$ cat src/rtl/axi_dma_wr_drain_if.sv
`default_nettype none
// ============================================================================
// Module      : axi_dma_wr_drain_if
// Description : AXI4 write-address, write-data and write-response channel
//               bundle used between the DMA write drain and the interconnect.
//               master : drives AW/W payload and valids and BREADY
//               slave  : drives AWREADY, WREADY, BRESP and BVALID
// Revision    : 1.0  initial release
// ============================================================================
interface axi_dma_wr_drain_if #(
  parameter int DATA_WIDTH = 128,
  parameter int ADDR_WIDTH = 32
);
  logic [ADDR_WIDTH-1:0]   m_axi_awaddr;
  logic [7:0]              m_axi_awlen;
  logic [2:0]              m_axi_awsize;
  logic [1:0]              m_axi_awburst;
  logic                    m_axi_awvalid;
  logic                    m_axi_awready;
  logic [DATA_WIDTH-1:0]   m_axi_wdata;
  logic [DATA_WIDTH/8-1:0] m_axi_wstrb;
  logic                    m_axi_wlast;
  logic                    m_axi_wvalid;
  logic                    m_axi_wready;
  logic [1:0]              m_axi_bresp;
  logic                    m_axi_bvalid;
  logic                    m_axi_bready;

  modport master (
    output m_axi_awaddr, m_axi_awlen, m_axi_awsize, m_axi_awburst, m_axi_awvalid,
    input  m_axi_awready,
    output m_axi_wdata, m_axi_wstrb, m_axi_wlast, m_axi_wvalid,
    input  m_axi_wready,
    input  m_axi_bresp, m_axi_bvalid,
    output m_axi_bready
  );

  modport slave (
    input  m_axi_awaddr, m_axi_awlen, m_axi_awsize, m_axi_awburst, m_axi_awvalid,
    output m_axi_awready,
    input  m_axi_wdata, m_axi_wstrb, m_axi_wlast, m_axi_wvalid,
    output m_axi_wready,
    output m_axi_bresp, m_axi_bvalid,
    input  m_axi_bready
  );
endinterface
`default_nettype wire

$ cat src/rtl/axi_dma_wr_drain.sv
`default_nettype none
// ============================================================================
// Module      : axi_dma_wr_drain
// Description : Pops beats from the DMA sync FIFO and writes them to memory
//               as AXI4 INCR bursts, one burst outstanding at a time.
//               Bursts are capped at MAX_BURST beats and never cross 4KB.
// Ports       : clk, reset_n             clock / async active-low reset
//               start, start_addr,
//               start_len                 transfer request (beats)
//               busy, done, err           transfer status
//               fifo_rd_en, fifo_rd_data,
//               fifo_empty,
//               fifo_data_avail_cnt       FIFO read side (1-cycle latency)
//               axi                       AXI4 AW/W/B master channels
// Revision    : 1.0  initial release
// ============================================================================
module axi_dma_wr_drain #(
  parameter int DATA_WIDTH = 128,
  parameter int ADDR_WIDTH = 32,
  parameter int FIFO_PTR   = 16,
  parameter int LEN_WIDTH  = 24,
  parameter int MAX_BURST  = 16
) (
  input  logic                  clk,
  input  logic                  reset_n,
  input  logic                  start,
  input  logic [ADDR_WIDTH-1:0] start_addr,
  input  logic [LEN_WIDTH-1:0]  start_len,
  output logic                  busy,
  output logic                  done,
  output logic                  err,
  output logic                  fifo_rd_en,
  input  logic [DATA_WIDTH-1:0] fifo_rd_data,
  input  logic                  fifo_empty,
  input  logic [FIFO_PTR-1:0]   fifo_data_avail_cnt,
  axi_dma_wr_drain_if.master    axi
);

  localparam int BYTES     = DATA_WIDTH / 8;
  localparam int SIZE_LOG2 = $clog2(BYTES);

  typedef enum logic [2:0] {
    S_IDLE = 3'd0,
    S_CALC = 3'd1,
    S_AW   = 3'd2,
    S_W    = 3'd3,
    S_B    = 3'd4,
    S_DONE = 3'd5
  } state_t;

  state_t                r_state;
  logic [ADDR_WIDTH-1:0] r_cur_addr;
  logic [LEN_WIDTH-1:0]  r_remaining;
  logic [8:0]            r_blen;
  logic [8:0]            r_fetched;
  logic [8:0]            r_wcnt;
  logic [ADDR_WIDTH-1:0] r_awaddr;
  logic [7:0]            r_awlen;
  logic                  r_awvalid;
  logic                  r_bready;
  logic                  r_busy;
  logic                  r_done;
  logic                  r_err;
  logic                  r_rd_pending;

  // Two-entry skid buffer holding beats between the FIFO and the W channel.
  logic [DATA_WIDTH-1:0] r_buf [0:1];
  logic                  r_buf_wr_ptr;
  logic                  r_buf_rd_ptr;
  logic [1:0]            r_buf_cnt;

  logic [12:0] w_bnd_bytes;
  logic [12:0] w_bnd_beats;
  logic [8:0]  w_cap;
  logic [8:0]  w_blen;
  logic        w_fifo_ready;
  logic        w_wvalid;
  logic        w_pop;
  logic        w_wlast;
  logic        w_rd_en;

  // Burst length: min(remaining, MAX_BURST, beats to next 4KB boundary).
  assign w_bnd_bytes  = 13'd4096 - {1'b0, r_cur_addr[11:0]};
  assign w_bnd_beats  = w_bnd_bytes >> SIZE_LOG2;
  assign w_cap        = (w_bnd_beats < 13'(MAX_BURST)) ? w_bnd_beats[8:0] : 9'(MAX_BURST);
  assign w_blen       = (r_remaining < LEN_WIDTH'(w_cap)) ? r_remaining[8:0] : w_cap;
  // The whole burst must already sit in the FIFO so W never starves mid-burst.
  assign w_fifo_ready = 32'(fifo_data_avail_cnt) >= 32'(w_blen);

  // W is only presented once the address phase is done; beats fetched during
  // AW wait in the skid buffer.
  assign w_wvalid = (r_state == S_W) && (r_buf_cnt != 2'd0);
  assign w_pop    = w_wvalid && axi.m_axi_wready;
  assign w_wlast  = w_wvalid && (r_wcnt == (r_blen - 9'd1));

  // Occupancy plus in-flight reads must stay within two entries. A pop in the
  // same cycle frees a slot, which is what sustains one beat per cycle.
  assign w_rd_en = ((r_state == S_AW) || (r_state == S_W)) &&
                   (r_fetched < r_blen) && !fifo_empty &&
                   ((({1'b0, r_buf_cnt} + {2'b00, r_rd_pending}) < 3'd2) || w_pop);

  always_ff @(posedge clk or negedge reset_n) begin
    if (!reset_n) begin
      r_state      <= S_IDLE;
      r_cur_addr   <= '0;
      r_remaining  <= '0;
      r_blen       <= '0;
      r_fetched    <= '0;
      r_wcnt       <= '0;
      r_awaddr     <= '0;
      r_awlen      <= '0;
      r_awvalid    <= 1'b0;
      r_bready     <= 1'b0;
      r_busy       <= 1'b0;
      r_done       <= 1'b0;
      r_err        <= 1'b0;
      r_rd_pending <= 1'b0;
      r_buf_wr_ptr <= 1'b0;
      r_buf_rd_ptr <= 1'b0;
      r_buf_cnt    <= 2'd0;
    end else begin
      r_done       <= 1'b0;
      r_rd_pending <= w_rd_en;
      if (w_rd_en) r_fetched <= r_fetched + 9'd1;
      if (w_pop)   r_wcnt    <= r_wcnt + 9'd1;

      if (r_rd_pending) r_buf_wr_ptr <= ~r_buf_wr_ptr;
      if (w_pop)        r_buf_rd_ptr <= ~r_buf_rd_ptr;
      case ({r_rd_pending, w_pop})
        2'b10:   r_buf_cnt <= r_buf_cnt + 2'd1;
        2'b01:   r_buf_cnt <= r_buf_cnt - 2'd1;
        default: r_buf_cnt <= r_buf_cnt;
      endcase

      case (r_state)
        S_IDLE: begin
          if (start) begin
            r_cur_addr  <= start_addr;
            r_remaining <= start_len;
            r_err       <= 1'b0;
            if (start_len == '0) begin
              // Empty transfer: report completion with no bus traffic.
              r_done  <= 1'b1;
              r_state <= S_DONE;
            end else begin
              r_busy  <= 1'b1;
              r_state <= S_CALC;
            end
          end
        end
        S_CALC: begin
          r_fetched <= '0;
          r_wcnt    <= '0;
          if (w_fifo_ready) begin
            r_blen    <= w_blen;
            r_awaddr  <= r_cur_addr;
            r_awlen   <= 8'(w_blen - 9'd1);
            r_awvalid <= 1'b1;
            r_state   <= S_AW;
          end
        end
        S_AW: begin
          if (axi.m_axi_awready) begin
            r_awvalid <= 1'b0;
            r_state   <= S_W;
          end
        end
        S_W: begin
          if (w_pop && w_wlast) begin
            r_bready <= 1'b1;
            r_state  <= S_B;
          end
        end
        S_B: begin
          if (axi.m_axi_bvalid) begin
            r_bready    <= 1'b0;
            if (axi.m_axi_bresp != 2'b00) r_err <= 1'b1;
            r_cur_addr  <= r_cur_addr + (ADDR_WIDTH'(r_blen) << SIZE_LOG2);
            r_remaining <= r_remaining - LEN_WIDTH'(r_blen);
            // An error response abandons whatever is left of the transfer.
            if ((r_remaining == LEN_WIDTH'(r_blen)) || (axi.m_axi_bresp != 2'b00)) begin
              r_busy  <= 1'b0;
              r_done  <= 1'b1;
              r_state <= S_DONE;
            end else begin
              r_state <= S_CALC;
            end
          end
        end
        S_DONE:  r_state <= S_IDLE;
        default: r_state <= S_IDLE;
      endcase
    end
  end

  // Buffer payload needs no reset; validity is tracked by r_buf_cnt.
  always_ff @(posedge clk) begin
    if (r_rd_pending) r_buf[r_buf_wr_ptr] <= fifo_rd_data;
  end

  assign busy       = r_busy;
  assign done       = r_done;
  assign err        = r_err;
  assign fifo_rd_en = w_rd_en;

  assign axi.m_axi_awaddr  = r_awaddr;
  assign axi.m_axi_awlen   = r_awlen;
  assign axi.m_axi_awsize  = 3'(SIZE_LOG2);
  assign axi.m_axi_awburst = 2'b01;
  assign axi.m_axi_awvalid = r_awvalid;
  assign axi.m_axi_wdata   = r_buf[r_buf_rd_ptr];
  assign axi.m_axi_wstrb   = '1;
  assign axi.m_axi_wlast   = w_wlast;
  assign axi.m_axi_wvalid  = w_wvalid;
  assign axi.m_axi_bready  = r_bready;

endmodule
`default_nettype wire

$ cat src/flat_wrapper.sv
// flat-port wrapper written by rule: the top's interface ports become plain ports
module axi_dma_wr_drain_flat 
#(
  parameter int DATA_WIDTH = 128,
  parameter int ADDR_WIDTH = 32,
  parameter int FIFO_PTR   = 16,
  parameter int LEN_WIDTH  = 24,
  parameter int MAX_BURST  = 16
)
  (clk, reset_n, start, start_addr, start_len, busy, done, err, fifo_rd_en, fifo_rd_data, fifo_empty, fifo_data_avail_cnt, axi_m_axi_awaddr, axi_m_axi_awlen, axi_m_axi_awsize, axi_m_axi_awburst, axi_m_axi_awvalid, axi_m_axi_awready, axi_m_axi_wdata, axi_m_axi_wstrb, axi_m_axi_wlast, axi_m_axi_wvalid, axi_m_axi_wready, axi_m_axi_bresp, axi_m_axi_bvalid, axi_m_axi_bready);
  axi_dma_wr_drain_if #(.DATA_WIDTH(DATA_WIDTH), .ADDR_WIDTH(ADDR_WIDTH)) axi_i ();
  input  logic clk;
  input  logic reset_n;
  input  logic start;
  input  logic [ADDR_WIDTH-1:0] start_addr;
  input  logic [LEN_WIDTH-1:0] start_len;
  output logic busy;
  output logic done;
  output logic err;
  output logic fifo_rd_en;
  input  logic [DATA_WIDTH-1:0] fifo_rd_data;
  input  logic fifo_empty;
  input  logic [FIFO_PTR-1:0] fifo_data_avail_cnt;
  output wire logic [$bits(axi_i.m_axi_awaddr)-1:0] axi_m_axi_awaddr;
  output wire logic [$bits(axi_i.m_axi_awlen)-1:0] axi_m_axi_awlen;
  output wire logic [$bits(axi_i.m_axi_awsize)-1:0] axi_m_axi_awsize;
  output wire logic [$bits(axi_i.m_axi_awburst)-1:0] axi_m_axi_awburst;
  output wire logic [$bits(axi_i.m_axi_awvalid)-1:0] axi_m_axi_awvalid;
  input wire logic [$bits(axi_i.m_axi_awready)-1:0] axi_m_axi_awready;
  output wire logic [$bits(axi_i.m_axi_wdata)-1:0] axi_m_axi_wdata;
  output wire logic [$bits(axi_i.m_axi_wstrb)-1:0] axi_m_axi_wstrb;
  output wire logic [$bits(axi_i.m_axi_wlast)-1:0] axi_m_axi_wlast;
  output wire logic [$bits(axi_i.m_axi_wvalid)-1:0] axi_m_axi_wvalid;
  input wire logic [$bits(axi_i.m_axi_wready)-1:0] axi_m_axi_wready;
  input wire logic [$bits(axi_i.m_axi_bresp)-1:0] axi_m_axi_bresp;
  input wire logic [$bits(axi_i.m_axi_bvalid)-1:0] axi_m_axi_bvalid;
  output wire logic [$bits(axi_i.m_axi_bready)-1:0] axi_m_axi_bready;
  assign axi_m_axi_awaddr = axi_i.m_axi_awaddr;
  assign axi_m_axi_awlen = axi_i.m_axi_awlen;
  assign axi_m_axi_awsize = axi_i.m_axi_awsize;
  assign axi_m_axi_awburst = axi_i.m_axi_awburst;
  assign axi_m_axi_awvalid = axi_i.m_axi_awvalid;
  assign axi_i.m_axi_awready = axi_m_axi_awready;
  assign axi_m_axi_wdata = axi_i.m_axi_wdata;
  assign axi_m_axi_wstrb = axi_i.m_axi_wstrb;
  assign axi_m_axi_wlast = axi_i.m_axi_wlast;
  assign axi_m_axi_wvalid = axi_i.m_axi_wvalid;
  assign axi_i.m_axi_wready = axi_m_axi_wready;
  assign axi_i.m_axi_bresp = axi_m_axi_bresp;
  assign axi_i.m_axi_bvalid = axi_m_axi_bvalid;
  assign axi_m_axi_bready = axi_i.m_axi_bready;
  axi_dma_wr_drain #(.DATA_WIDTH(DATA_WIDTH), .ADDR_WIDTH(ADDR_WIDTH), .FIFO_PTR(FIFO_PTR), .LEN_WIDTH(LEN_WIDTH), .MAX_BURST(MAX_BURST)) u_core (.clk(clk), .reset_n(reset_n), .start(start), .start_addr(start_addr), .start_len(start_len), .busy(busy), .done(done), .err(err), .fifo_rd_en(fifo_rd_en), .fifo_rd_data(fifo_rd_data), .fifo_empty(fifo_empty), .fifo_data_avail_cnt(fifo_data_avail_cnt), .axi(axi_i));
endmodule
$ cat config.mk
export PLATFORM = sky130hd
export DESIGN_NAME = axi_dma_wr_drain_flat
export DESIGN_NICKNAME = d
export VERILOG_FILES = /design/src/rtl/axi_dma_wr_drain_if.sv /design/src/rtl/axi_dma_wr_drain.sv /design/src/flat_wrapper.sv
export SDC_FILE = /design/constraint.sdc
export NUM_CORES = 1
export LEC_CHECK = 0
export CAP_MARGIN = 20
export CELL_PAD_IN_SITES_DETAIL_PLACEMENT = 1
export CELL_PAD_IN_SITES_GLOBAL_PLACEMENT = 1
export CORE_ASPECT_RATIO = 1.75
export CORE_MARGIN = 4
export CORE_UTILIZATION = 32
export CTS_CLUSTER_DIAMETER = 30
export DETAILED_ROUTE_END_ITERATION = 8
export PLACE_DENSITY_LB_ADDON = 0.1
export SLEW_MARGIN = 30
export SYNTH_ARGS = -nofsm -noshare
export SYNTH_HDL_FRONTEND = slang
export SYNTH_SLANG_ARGS = --single-unit
$ cat constraint.sdc
create_clock -name clk -period 6.6 [get_ports clk]
set_input_delay 0.66 -clock clk [delete_from_list [all_inputs] [get_ports clk]]
set_output_delay 0.66 -clock clk [all_outputs]
set_load 0.02 [all_outputs]
==> results of run 1 <==
worst max-delay path by stage:
stage / end / slack (ps) / depth (start not counted) / from
after floorplan: u_core.r_buf[0][0]$_DFFE_PP_ / 230 / 2 / u_core.r_rd_pending$_DFF_PN0_
after global placement: u_core.axi.m_axi_awaddr[2]$_DFFE_PN0P_ / 560 / 19 / u_core.r_cur_addr[0]$_DFFE_PN0P_
after detailed placement: u_core.axi.m_axi_awaddr[2]$_DFFE_PN0P_ / 480 / 19 / u_core.r_cur_addr[0]$_DFFE_PN0P_
after CTS: u_core.axi.m_axi_awaddr[2]$_DFFE_PN0P_ / 460 / 19 / u_core.r_cur_addr[0]$_DFFE_PN0P_
after global routing: u_core.axi.m_axi_awaddr[11]$_DFFE_PN0P_ / 130 / 19 / u_core.r_cur_addr[0]$_DFFE_PN0P_
final: u_core.axi.m_axi_awaddr[2]$_DFFE_PN0P_ / 510 / 19 / u_core.r_cur_addr[0]$_DFFE_PN0P_
registers in the layout (all words and copies together) (netlist names), 2 cells and up:
name                     cells
u_core.axi.m_axi_awaddr     32
u_core.axi.m_axi_awlen       8
u_core.r_blen                9
u_core.r_buf               256
u_core.r_buf_cnt             2
u_core.r_cur_addr           32
u_core.r_fetched             9
u_core.r_remaining          24
u_core.r_state               3
u_core.r_wcnt                9
synthesized netlist by cell type (all sizes together) (4+ instances only):
library cell and n:
a31oi 14, mux2i 6, o22a 7, ha 48
nand2b 4, clkbuf 46, nand3b 5, o22ai 10
nor2 82, or3 8, xnor2 25, mux2 157
a21o 9, inv 33, nor2b 9, and2 6
buf 29, nand3 30, or4 6, xor2 22
o21ai 62, a21oi 80, o21a 5, nand4 13
edfxtp 256, a21boi 4, nor4 16, dfrtp 136
nand2 116, and3 16, nor3 26, a211oi 8
o211ai 8
cell families (layout without fill, tap and decap cells):
kind of cell	count (synthesis)	in the layout	share of synthesized area, %
adder cells (fa/ha/maj)	50	50	3.61
multiplexers	163	163	10.3
AND/OR/NAND/NOR	350	350	9.49
flip-flops	392	392	62.4
AO/OA/AOI/OAI	244	244	8.89
XOR/XNOR	47	47	2.32
other	2	28	0.0423
buffers and inverters	108	569	2.90
placed cells by master, fill, tap and decap left out, types with 14 or more instances in the layout:
cell type and n:
dfrtp_1 135, nor3_1 26, ha_1 48, nand3_1 29
nand2_1 115, nor4_1 15, clkdlybuf4s50_1 383, a21oi_1 79
inv_1 33, xor2_1 22, a31oi_1 14, and3_1 15
mux2_2 157, edfxtp_1 256, clkinv_2 16, o21ai_0 51
nor2_1 79, conb_1 25, xnor2_1 25, clkbuf_16 73
cell type report:
| class | count | area share (%) |
|---|---|---|
| flip-flops and latches | 392 | 44.5 |
| multi-input cells | 879 | 25.2 |
| repair buffers | 401 | 16.1 |
| clock buffers | 79 | 7.51 |
| well taps | 696 | 3.50 |
| clock inverters | 56 | 2.60 |
| inverters | 33 | 0.497 |
| diodes | 3 | 0.0301 |
routing by layer:
metal | up-vias | track usage, % | share of wire [%]
met5 | - | 0 | 0.023
met4 | 2 | 7.37 | 3.4
met2 | 394 | 34.2 | 54
met1 | 6299 | 20.2 | 37
li1 | 5887 | - | -
met3 | 93 | 4.65 | 6.2
power groups by stage:
stage | Sequential [mW] | Combinational [mW] | Clock, mW
floorplan | 3.74 | 2.31 | 0
global placement | 3.82 | 3.92 | 0
detailed placement | 3.79 | 4.04 | 0
CTS | 3.75 | 4.07 | 3.90
global route | 3.81 | 4.33 | 4.02
finish | 3.73 | 3.99 | 3.80
critical path: stages, from the launching register on:
cell,delay (ps)
dfrtp_1,400
or4_4,590
or4_1,510
xnor2_1,160
nor2_1,180
inv_1,70
ha_1,300
a21oi_1,140
a21oi_1,90
o31a_1,310
nor4_4,470
buf_4,290
mux2i_1,360
ha_1,310
o2111ai_1,110
a21oi_1,80
o311ai_0,500
a21bo_2,240
buf_4,420
mux2_2,400
through the flow:
step	instances	setup WS (ps)	util [%]
6_report	2539	513	45.2
5_1_grt	2539	126	45.2
4_1_cts	2536	456	45.2
3_5_place_dp	2401	480	40.6
3_3_place_gp	2399	564	40.6
2_1_floorplan	1379	232	-
==> reports/metrics.cfg, run 1 <==
[worst_setup_path]
crit_path_max_fanout=33
cp.required_ps=7070
worstRegToRegCells=19
cp.arrival_ps=6560
start_kind=flip-flop
r2r_end=u_core.axi.m_axi_awaddr[2]$_DFFE_PN0P_
path_class=reg -> reg
r2r_start=u_core.r_cur_addr[0]$_DFFE_PN0P_
endpoint_kind=flip-flop
reg2reg_slack_ps=510

[final_layout]
syn2layout_area_growth_pct=40.2
design_area_um2=24900
regArea_um2=11100
fillers=5741
drive_gt1_share_pct=18.2
fin_nets=2039
multi_input_area_um2=6270

[timing]
min_period_over_period_pct=92.2
hold_slack_ps=92.5
fmax_ghz=0.164
rsz0062_at_grt=false
finalCriticalPeriod_ps=6090
drv_slew=0
finalSetupViolations=0
worst_pin_slew_ps=925
slew_headroom_pct=38.3
finClkSkew_ps=22.5
hold_viol=0
tns_ps=0

[floorplanning]
die_w_um=186
die_y_um=320
dieArea_um2=59500
num_rows=114
core_area_um2=55100
pin_count=406
start_util_pct=32.3

[clocking]
htreeDepth=3
cts.sinks=392
cts_root_buf=clkbuf_16
clk-insertion-delay-late_ps=590
clock_path_buffers=3
numCtsBuffers=73
clk_pin_slew_ps=60
post_cts_buffers=0
cts_tree=yes
postCtsHoldBufs=0
cts-resized-gates=0

[global_route]
grt_pass1_wl_um=84800
grt_overflow=0
track_usage_pct=18.6
grt_max_degree=129
grt_pass1_vias=13800
antenna_found_initial=4

[place]
gp_congestion=0.839
dp_hpwl_um=41200
postPlaceCellArea_um2=22400
port-buffer-count=384

[yosys]
synthCells=1356
ys_seq_elements=392
synth_enable_flop_cells=256
synthFlopType=edfxtp_1
yosysSeqAreaShare_pct=62.4
avgSynthCellArea_um2=13.1
ys_types=84
ys_top_cells_by_area=edfxtp_1, dfrtp_1, mux2_2
netlist.area_leader.share_pct=43.3
ys_async_sr_fraction_pct=34.7
synth.cell_area_um2=17800
yosysTopAreaCell=edfxtp_1
ys_warn_count=0

[power]
p_sw_mw=3.98
sw_frac_of_total_pct=34.5
cellLeakagePower_nw=9.30
ir_worst_vdd_v=0.000300
total_power_mw=11.5
seqPwrFrac_pct=32.4
p_clk_share_pct=33.0
power_frac_comb_pct=34.6
cellPowerDensity_nw_per_um2=462
power.internal_mw=7.54

[drt]
drtAntennaViolNets=0
firstDrtPassIters=5
drcViolationCount=0
first_iter_violations=381
vias_per_cell=4.99
vias=12700
wl_per_cell_um=22.3
drt_wl_total_um=56700

[hold_path]
hp-class=in -> async

[outcome]
run_status=finished, final reports clean

[flow_run]
maxCapViolCount=0

Note: power is estimated with default switching activity, not from simulation.
==> inputs of run 2 (changes only) <==
ABC_AREA = 1   (was default)
==> reports/metrics.cfg, run 2 <==
[power]
cellPowerDensity_nw_per_um2=476
total_power_mw=12.0
cellLeakagePower_nw=10.3
ir_worst_vdd_v=0.000226

[yosys]
ys_top_cells_by_area=edfxtp_1, dfrtp_1, nand2_1
synthCells=1797
avgSynthCellArea_um2=10.1
yosysTopAreaCell=edfxtp_1
synth_enable_flop_cells=256
ys_seq_elements=392
yosys-top-cells-count=nand2_1, edfxtp_1, dfrtp_1
ys_warn_count=0
yosysMostFrequentCell=nand2_1
yosysSeqAreaShare_pct=61.4
ys_async_sr_fraction_pct=34.7
synthFlopType=edfxtp_1
netlist.area_leader.share_pct=42.5
ys_types=56
synth.cell_area_um2=18100

[drt]
top_layer_used=met5
wl_met2_um=30500
drcViolationCount=0
vias_per_cell=4.80
drtAntennaViolNets=0
vias=14300
met1Wirelength_um=23200
met3_length_um=4180
drt_wl_total_um=60100
first_iter_violations=633
wl_per_cell_um=20.2
firstDrtPassIters=4

[global_route]
track_usage_pct=19.5
grt_overflow=0
grt_pass1_vias=15300
grt_pass1_wl_um=91100
grt_max_degree=80
antenna_found_initial=13

[hold_path]
hp-class=in -> async

[floorplanning]
dieArea_um2=60500
start_util_pct=32.2
die_w_um=188
die_y_um=322
num_rows=115
core_area_um2=56100
pin_count=406

[timing]
rsz0062_at_grt=false
tns_ps=0
hold_slack_ps=80.2
layout_setup_ws_ps=1940
finClkSkew_ps=32.5
slew_headroom_pct=36.9
hold_viol=0
finalCriticalPeriod_ps=4660
finalSetupViolations=0
worst_pin_slew_ps=947
drv_slew=0
fmax_ghz=0.215
min_period_over_period_pct=70.6

[worst_setup_path]
endpoint_kind=flip-flop
path_class=reg -> reg
r2r_start=u_core.r_cur_addr[3]$_DFFE_PN0P_
crit_path_max_fanout=18
crit_path_top_delay_cell=clkinv_1
crit_path_frequent_cell=nand2_1
cpPeakStageDelay_ps=440
worstRegToRegCells=30
cp.required_ps=7080
cp.arrival_ps=5140
reg2reg_slack_ps=1940
r2r_end=u_core.axi.m_axi_awlen[4]$_DFFE_PN0P_
start_kind=flip-flop

[clocking]
cts_tree=yes
cts-resized-gates=0
clk-insertion-delay-late_ps=590
clock_path_buffers=3
numCtsBuffers=75
cts_root_buf=clkbuf_16
htreeDepth=3
postCtsHoldBufs=0
post_cts_buffers=0
clk_pin_slew_ps=60
cts.sinks=392

[final_layout]
fillers=6221
drive_gt1_share_pct=9.73
top_register=u_core.r_buf
final_common_cell=nand2_1
instances_no_fill=2977
final_core_util_pct=44.9
largest_reg_flops=256
fin_nets=2471
layout_common_cells=nand2_1, clkdlybuf4s50_1, edfxtp_1
design_area_um2=25200
syn2layout_area_growth_pct=39.3

[place]
postPlaceCellArea_um2=22600
pre_cts_slack_ps=1920
dp_hpwl_um=43600
port-buffer-count=384
gp_congestion=0.835
numPlacedInstances=2837

[flow_run]
maxCapViolCount=0

[outcome]
run_status=finished, final reports clean

==> run 2: worst max-delay path, delay by kind of cell, from the launching register on <==
family,cells,cell delay (ps)
buf+inv,4,680
simple gates,17,1810
compound gates,7,1020
flops,1,390
fa+ha+maj,2,620
==> run 2: where the power goes <==
part / leakage [nW] / internal, mW / switching (mW) / total, mW
clock network: 1.24 / 2.47 / 1.36 / 3.83
logic: 5.07 / 1.71 / 2.77 / 4.48
registers: 4.03 / 3.21 / 0.461 / 3.67
total: 10.3 / 7.38 / 4.59 / 12.0
==> run 2: area by class of cell <==
type	count	area (um2)	area share [%]
sequential	392	11100	44.1
multi-input combinational	1208	6160	24.5
timing repair buffer	395	3930	15.6
clock buffer	92	2070	8.24
tap	702	878	3.49
inverter	140	533	2.12
clock inverter	45	489	1.94
antenna	3	7.51	0.0298
==> run 2: logic make-up (layout without fill, tap and decap cells) <==
logic type	Yosys count	in the layout	synth area share (%)
AND/OR/NAND/NOR	834	834	19.8
buffers and inverters	220	672	5.08
other	2	28	0.0416
flip-flops	392	392	61.4
XOR/XNOR	42	42	2.04
adder cells (fa/ha/maj)	50	50	3.55
AO/OA/AOI/OAI	257	257	8.12
==> run 2: per-layer routing <==
metal  vias up  GRT usage (%)
met3       108           5.91
met5         -              0
met4        20           7.69
li1       6837              -
met1      6903           21.8
met2       412           34.8
==> run 2: how the worst max path moves through the flow <==
stage,from,to,slack (ps),depth (start not counted)
after global placement,u_core.r_cur_addr[3]$_DFFE_PN0P_,u_core.axi.m_axi_awlen[4]$_DFFE_PN0P_,2100,32
after CTS,u_core.r_cur_addr[3]$_DFFE_PN0P_,u_core.axi.m_axi_awlen[4]$_DFFE_PN0P_,1880,30
after floorplan,u_core.r_rd_pending$_DFF_PN0_,u_core.r_buf[0][0]$_DFFE_PP_,220,2
final,u_core.r_cur_addr[3]$_DFFE_PN0P_,u_core.axi.m_axi_awlen[4]$_DFFE_PN0P_,1940,30
after detailed placement,u_core.r_cur_addr[3]$_DFFE_PN0P_,u_core.axi.m_axi_awlen[4]$_DFFE_PN0P_,1920,30
after global routing,u_core.r_cur_addr[3]$_DFFE_PN0P_,u_core.axi.m_axi_awlen[4]$_DFFE_PN0P_,1410,32
==> inputs of run 3 (changes only) <==
clock period = 4.3 ns   (was 6.6 ns; I/O delays follow)
==> reports/metrics.cfg, run 3 (synthesis gave the netlist of run 2 again) <==
[power]
ir_worst_vdd_v=0.000307
cellPowerDensity_nw_per_um2=720
cellLeakagePower_nw=10.4

[floorplanning]
start_util_pct=32.2
die_w_um=188
num_rows=115
die_y_um=322
pin_count=406
core_area_um2=56100
dieArea_um2=60500

[drt]
drcViolationCount=0
vias_per_cell=4.84
vias=14400
wl_per_cell_um=20.5
drtAntennaViolNets=0
drt_wl_total_um=61200
firstDrtPassIters=4
first_iter_violations=538

[clocking]
cts_root_buf=clkbuf_16
numCtsBuffers=71
clk_pin_slew_ps=50
cts.sinks=392
clock_path_buffers=3
clk-insertion-delay-late_ps=580
htreeDepth=3
cts_tree=yes

[place]
pre_cts_slack_ps=-139
dp_hpwl_um=43400
port-buffer-count=384
gp_congestion=0.802

[worst_setup_path]
crit_path_max_fanout=20
cpPeakStageDelay_ps=410
crit_path_top_delay_cell=dfrtp_1
crit_path_frequent_cell=nand2_1
path_class=reg -> reg
cp.arrival_ps=4570
endpoint_kind=flip-flop
start_kind=flip-flop
cp.required_ps=4750
reg2reg_slack_ps=180

[final_layout]
layout_common_cells=nand2_1, clkdlybuf4s50_1, edfxtp_1
syn2layout_area_growth_pct=40.4
final_common_cell=nand2_1
top_register=u_core.r_buf
fin_nets=2488
largest_reg_flops=256
fillers=6210
drive_gt1_share_pct=10.6

[global_route]
track_usage_pct=19.5
grt_pass1_wl_um=91200
grt_overflow=0
grt_pass1_vias=15300
grt_max_degree=129
antenna_found_initial=13

[timing]
rsz0062_at_grt=true
hold_slack_ps=435
slew_headroom_pct=42.0
finClkSkew_ps=27.2
layout_setup_ws_ps=177
hold_viol=0
finalCriticalPeriod_ps=4120
min_period_over_period_pct=95.9
drv_slew=0
finalSetupViolations=0
fmax_ghz=0.243
worst_pin_slew_ps=869

[outcome]
run_status=finished, final reports clean

[flow_run]
maxCapViolCount=0

[hold_path]
hp-class=in -> reg

[run 3: cell types whose count changed in the layout (fill, tap and decap cells not counted), sizes merged, moves of 2 or more]
cell,before,now
buf,12,31
clkbuf,92,84
bufinv,5,7
diode,3,5
inv,153,146
[run 3: path summary, 6_finish.rpt]
check / depth (start not counted) / startpoint / to
min in group asynchronous: 2 / reset_n / u_core.axi.m_axi_awaddr[19]$_DFFE_PN0P_
max: 30 / u_core.r_cur_addr[2]$_DFFE_PN0P_ / u_core.axi.m_axi_awaddr[29]$_DFFE_PN0P_
max in group asynchronous: 3 / reset_n / u_core.r_fetched[3]$_DFFE_PN0P_
min reg2reg: 2 / u_core.axi.m_axi_awlen[1]$_DFFE_PN0P_ / u_core.axi.m_axi_awlen[1]$_DFFE_PN0P_
min: 1 / fifo_rd_data[115] / u_core.r_buf[0][115]$_DFFE_PP_
max reg2reg: 30 / u_core.r_cur_addr[2]$_DFFE_PN0P_ / u_core.axi.m_axi_awaddr[29]$_DFFE_PN0P_
[run 3: area by class of cell]
class,count,area [um2],share of cell area [%]
diodes,5,12.5,0.0493
clock inverters,40,430,1.70
repair buffers,416,4230,16.7
clock buffers,83,1900,7.50
flip-flops and latches,392,11100,43.7
well taps,702,878,3.46
inverters,140,536,2.11
multi-input cells,1208,6290,24.8
[run 3: report_power, final]
group / switching, mW / leakage [nW] / internal, mW
sequential: 0.707 / 4.03 / 4.92
combinational: 4.36 / 5.23 / 2.81
clock: 1.91 / 1.13 / 3.58
total: 6.98 / 10.4 / 11.3
[run 3: stage by stage]
stage	instance area [um2]	instances	total power [mW]	util (%)	TNS (ps)
floorplan	18200	1820	9.57	-	0
global placement	22800	2851	12.6	40.6	-1.35
detailed placement	22800	2851	12.8	40.6	-951
CTS	25200	2976	18.5	44.9	0
global route	25400	2981	19.4	45.2	-2700
finish	25400	2986	18.3	45.2	0
[run 3: critical path, delay by kind of cell (launching register included)]
kind,cells,cell delay (ps)
AOI/OAI and AO/OA,5,890
adders and majority gates,2,500
buffers and inverters,7,700
and+or+nand+nor,16,1500
DFF,1,410
[run 3: what timing repair did]
| item | CTS | global route |
|---|---|---|
| hold buffers | 1 | 0 |
| resized for setup | 3 | 22 |
| buffers inserted | 0 | 4 |
| setup endpoints to repair | 13 | 53 |
| pin swaps | 0 | 11 |
| cloned | 1 | 1 |
| endpoints found under the hold margin | 74 | 0 |
[run 3: metal layers]
layer,global-route usage [%],wire (um),part of all wire [%]
met5,0,135,0.22
met4,6.40,1650,2.7
met3,5.77,4410,7.2
met2,35.7,31700,52
met1,21.7,23300,38
